**src/rtl/adder_32.sv**
```systemverilog
// adder_32: two-level carry-lookahead 32-bit adder with combinational and registered sum/carry/overflow
module adder_32 #(
  parameter int WIDTH = 32
) (
  input  logic             clk,
  input  logic             rst,
  input  logic [WIDTH-1:0] a,
  input  logic [WIDTH-1:0] b,
  input  logic             c_in,
  output logic [WIDTH-1:0] s,
  output logic             c_out,
  output logic             ovf,
  output logic [WIDTH-1:0] s_q,
  output logic             c_out_q,
  output logic             ovf_q
);
  // Flat sum-of-products carry into position k: ci & p[0..k-1] | OR_j g[j] & p[j+1..k-1]
  function automatic logic la(input logic [7:0] g, input logic [7:0] p, input logic ci, input int k);
    logic r, t;
    r = ci;
    for (int j = 0; j < k; j++) r = r & p[j];
    for (int j = 0; j < k; j++) begin
      t = g[j];
      for (int m = j + 1; m < k; m++) t = t & p[m];
      r = r | t;
    end
    return r;
  endfunction
  logic [WIDTH-1:0] w_g, w_p, w_c;
  logic [7:0]       w_bg, w_bp;
  logic [8:0]       w_bc;
  logic [WIDTH-1:0] r_s;
  logic             r_c, r_o;
  assign w_g = a & b;
  assign w_p = a ^ b;
  for (genvar k = 0; k < 8; k++) begin : g_blk
    for (genvar j = 0; j < 4; j++) begin : g_bit
      assign w_c[4*k+j] = la({4'b0, w_g[4*k+:4]}, {4'b0, w_p[4*k+:4]}, w_bc[k], j);
    end
    assign w_bg[k] = la({4'b0, w_g[4*k+:4]}, {4'b0, w_p[4*k+:4]}, 1'b0, 4);
    assign w_bp[k] = &w_p[4*k+:4];
  end
  for (genvar k = 0; k < 9; k++) begin : g_la2
    assign w_bc[k] = la(w_bg, w_bp, c_in, k);
  end
  assign s     = w_p ^ w_c;
  assign c_out = w_bc[8];
  assign ovf   = (a[WIDTH-1] == b[WIDTH-1]) && (s[WIDTH-1] != a[WIDTH-1]);
  always_ff @(posedge clk) begin
    if (rst) begin
      r_s <= '0;
      r_c <= 1'b0;
      r_o <= 1'b0;
    end else begin
      r_s <= s;
      r_c <= c_out;
      r_o <= ovf;
    end
  end
  assign s_q     = r_s;
  assign c_out_q = r_c;
  assign ovf_q   = r_o;
endmodule

```
**config.mk**
```make
export PLATFORM = sky130hd
export DESIGN_NAME = adder_32
export DESIGN_NICKNAME = d
export VERILOG_FILES = /design/src/rtl/adder_32.sv
export SDC_FILE = /design/constraint.sdc
export NUM_CORES = 1
export LEC_CHECK = 0
export ABC_AREA = 1
export CELL_PAD_IN_SITES_DETAIL_PLACEMENT = 2
export CELL_PAD_IN_SITES_GLOBAL_PLACEMENT = 2
export CORE_MARGIN = 5
export CORE_UTILIZATION = 22
export DETAILED_ROUTE_END_ITERATION = 8
export PLACE_DENSITY = 0.95
export RECOVER_POWER = 50
export SLEW_MARGIN = 5
export SYNTH_ARGS = -nofsm -noshare
export SYNTH_HDL_FRONTEND = slang
export SYNTH_SLANG_ARGS = --single-unit
export TNS_END_PERCENT = 5
```
**constraint.sdc**
```tcl
create_clock -name clk -period 3.7 [get_ports clk]
set_input_delay 0.37 -clock clk [delete_from_list [all_inputs] [get_ports clk]]
set_output_delay 0.37 -clock clk [all_outputs]
set_load 0.1 [all_outputs]
```
==> impl_metrics.json <==
{
  "timing.final.crit_share": 0.964,
  "antenna_found_initial": 0,
  "postRouteAntennaNets": 0,
  "fin_crit_ps": 3570,
  "num_rows": 39,
  "async_reset_ff_frac": 0,
  "start_kind": "input port",
  "busiest_layer": "met2",
  "worst_slew_pin_slew_ps": 1220,
  "worstPathArrival_ps": 3200,
  "hpwl_um": 8780,
  "n_fill_cell": 1248,
  "finalHoldViolCount": 0,
  "mappedNetlistArea_sq_um": 2510,
  "final-setup-viol-count": 0,
  "dp_slack_ps": -93.1,
  "synth_seq_area_share": 0.271,
  "synth-seq-cells": 34,
  "synthAdderAreaFrac": 0.263,
  "hold_class": "in2reg",
  "grt_max_degree": 21,
  "start_util": 0.222,
  "synth_fp_nets": 436,
  "cpPeakStageDelay_ps": 540,
  "total_power_uw": 2620,
  "track_usage": 0.146,
  "grt_pass1_vias": 3064,
  "path_max_fanout": 3,
  "die_h_um": 117,
  "syn_to_final_growth_pct": 83.2,
  "synth_edf_count": 0,
  "crit_top_cell": "nand2_1",
  "cts.sinks": 34,
  "power.density_nw_per_um2": 570,
  "yosys_warnings": 0,
  "path_delay_family": "simple AND/OR/NAND/NOR gates",
  "synth_xor_xnor_area_share": 0.0524,
  "firstDrtPassIters": 3,
  "n_antenna_cell": 0,
  "clkTransAtPathRegs_ps": 60,
  "vias_per_cell": 4.37,
  "crit_path_cell_trace": "clkdlybuf4s50_1, ha_4, nand2_2, inv_1, nand2_1, nand2_1, nand2_1, nand2_1, nor2_2, nand3_4, nand2_4, nand4_1, fa_2, or2_2, nand2_1, buf_12",
  "coreArea_sq_um": 11300,
  "grt_util_met1": 0.143,
  "vdd_drop_max_mv": 0.308,
  "synth-compound-area-share": 0.0783,
  "ys.flop_type": "dfxtp_1",
  "setup_slack_ps": 133,
  "grt_use_met2": 0.298,
  "path_class": "in2out",
  "end_kind": "output port",
  "cap_violations": 0,
  "post_drt_wl_per_cell_um": 16.8,
  "max_slew_margin": 0.192,
  "die_w_um": 117,
  "hold_path_end": "ovf_q",
  "dr_total_vias": 2651,
  "htree_levels": 2,
  "ys_types": 29,
  "ios": 135,
  "required_ps": 3330,
  "synthSimpleGateAreaFrac": 0.250,
  "hold_depth": 3,
  "fmax_mhz": 280,
  "layout-drive-gt1-share": 0.181,
  "cp_slowest_cell": "clkdlybuf4s50_1",
  "drcViolationCount": 0,
  "cp.depth": 16,
  "holdCritStartpoint": "a[31]",
  "cts_tree": "built",
  "gp_congestion": 0.841,
  "use_met3": 0.0316,
  "portBuffers": 134,
  "die_area_sq_um": 13600,
  "grt_overflow": 0,
  "grt_pass1_wl_um": 15500,
  "synth_top_family_by_area": "adder cells",
  "outcome": "completed",
  "power_leakage_uw": 0.00228,
  "synth_cells": 321,
  "numCtsBuffers": 5,
  "crit_buf_inv": 3,
  "drt-total-wl_um": 10200,
  "layout.nets": 578,
  "ctsRootBufferMaster": "clkbuf_16",
  "muxShareOfSynthArea": 0,
  "synth_area_per_cell_sq_um": 7.81,
  "cts.path.max_buffers": 2,
  "drtIter0Drc": 38,
  "final_max_slew_viol_count": 0
}
## layout by cell type, fill, tap and decap left out, drive strengths merged, types with 8 or more instances in the layout
master / count
ha: 40
clkbuf: 9
nand2: 74
xor2: 15
dfxtp: 34
fa: 8
inv: 49
nand3: 14
buf: 37
dlygate4sd3: 35
nor2: 34
a21oi: 17
or2: 9
clkdlybuf4s50: 65
## per-stage QoR
stage                     cells  hold WS, ps   util  cell area [sq um]  setup TNS (ps)
after global placement      597         1120  0.382               4310               0
after detailed placement    597         1180  0.382               4310            -112
after floorplan             321          538      -               2510            -431
after CTS                   604          883  0.394               4440               0
after global routing        606          938  0.407               4590            -136
final                       606          886  0.407               4590               0
## worst max-delay path by stage
stage	startpoint	slack, ps	end
final	a[14]	130	s[25]
after CTS	b[2]	9	s[31]
after detailed placement	b[2]	-90	s[31]
after global placement	a[19]	80	s[31]
after global routing	a[13]	-30	s[27]
after floorplan	a[3]	-180	s[19]
## logic make-up (layout without fill, tap and decap cells)
logic type | count (synthesis) | in the layout
adder cells (fa/ha/maj) | 48 | 48
AND/OR/NAND/NOR | 138 | 138
XOR/XNOR | 15 | 15
AO/OA/AOI/OAI | 32 | 32
flip-flops | 34 | 34
buffers and inverters | 54 | 196
## tightest hold or removal path: stages
cell	delay, ps
clkdlybuf4s50_1	460
nor2_1	210
nor4_1	70
## synthesized netlist by cell type (3+ instances only)
library cell / count / area, sq um
nand2_1: 68 / 255
inv_1: 49 / 184
ha_1: 40 / 500
dfxtp_1: 34 / 681
nor2_1: 29 / 109
a21oi_1: 15 / 75.1
xor2_1: 15 / 131
nand3_1: 12 / 60.1
or2_2: 9 / 56.3
fa_1: 8 / 160
a21o_1: 7 / 52.6
nand2_2: 6 / 37.5
clkbuf_1: 3 / 11.3
nor2_4: 3 / 33.8
o21ai_0: 3 / 15.0
## sequential cells by signal (all words and copies together), names as in the netlist
register / count
s_q: 32
ovf_q: 1
c_out_q: 1
## routing by layer
metal / up-vias / part of all wire
li1: 1283 / -
met5: - / 0
met3: 20 / 0.060
met1: 1270 / 0.35
met2: 78 / 0.57
met4: 0 / 0.022
## timing repair
action | in CTS | in global routing
resized for setup | 1 | 20
setup endpoints to repair | 2 | 7
buffers inserted | 0 | 2
gates cloned | 0 | 0
pin swaps | 0 | 7
hold buffers | 0 | 0
## cell type report
| type | instances | area, sq um | share of cell area |
|---|---|---|---|
| clock buffer | 7 | 133 | 0.0289 |
| inverter | 50 | 189 | 0.0411 |
| multi-input combinational | 233 | 1760 | 0.384 |
| sequential | 34 | 681 | 0.148 |
| tap | 143 | 179 | 0.0390 |
| timing repair buffer | 139 | 1650 | 0.359 |
## where the power goes
group / internal [uW] / switching (uW)
clock network: 247 / 166
logic: 529 / 1250
registers: 415 / 11.9
Note: power is estimated with default switching activity, not from simulation.
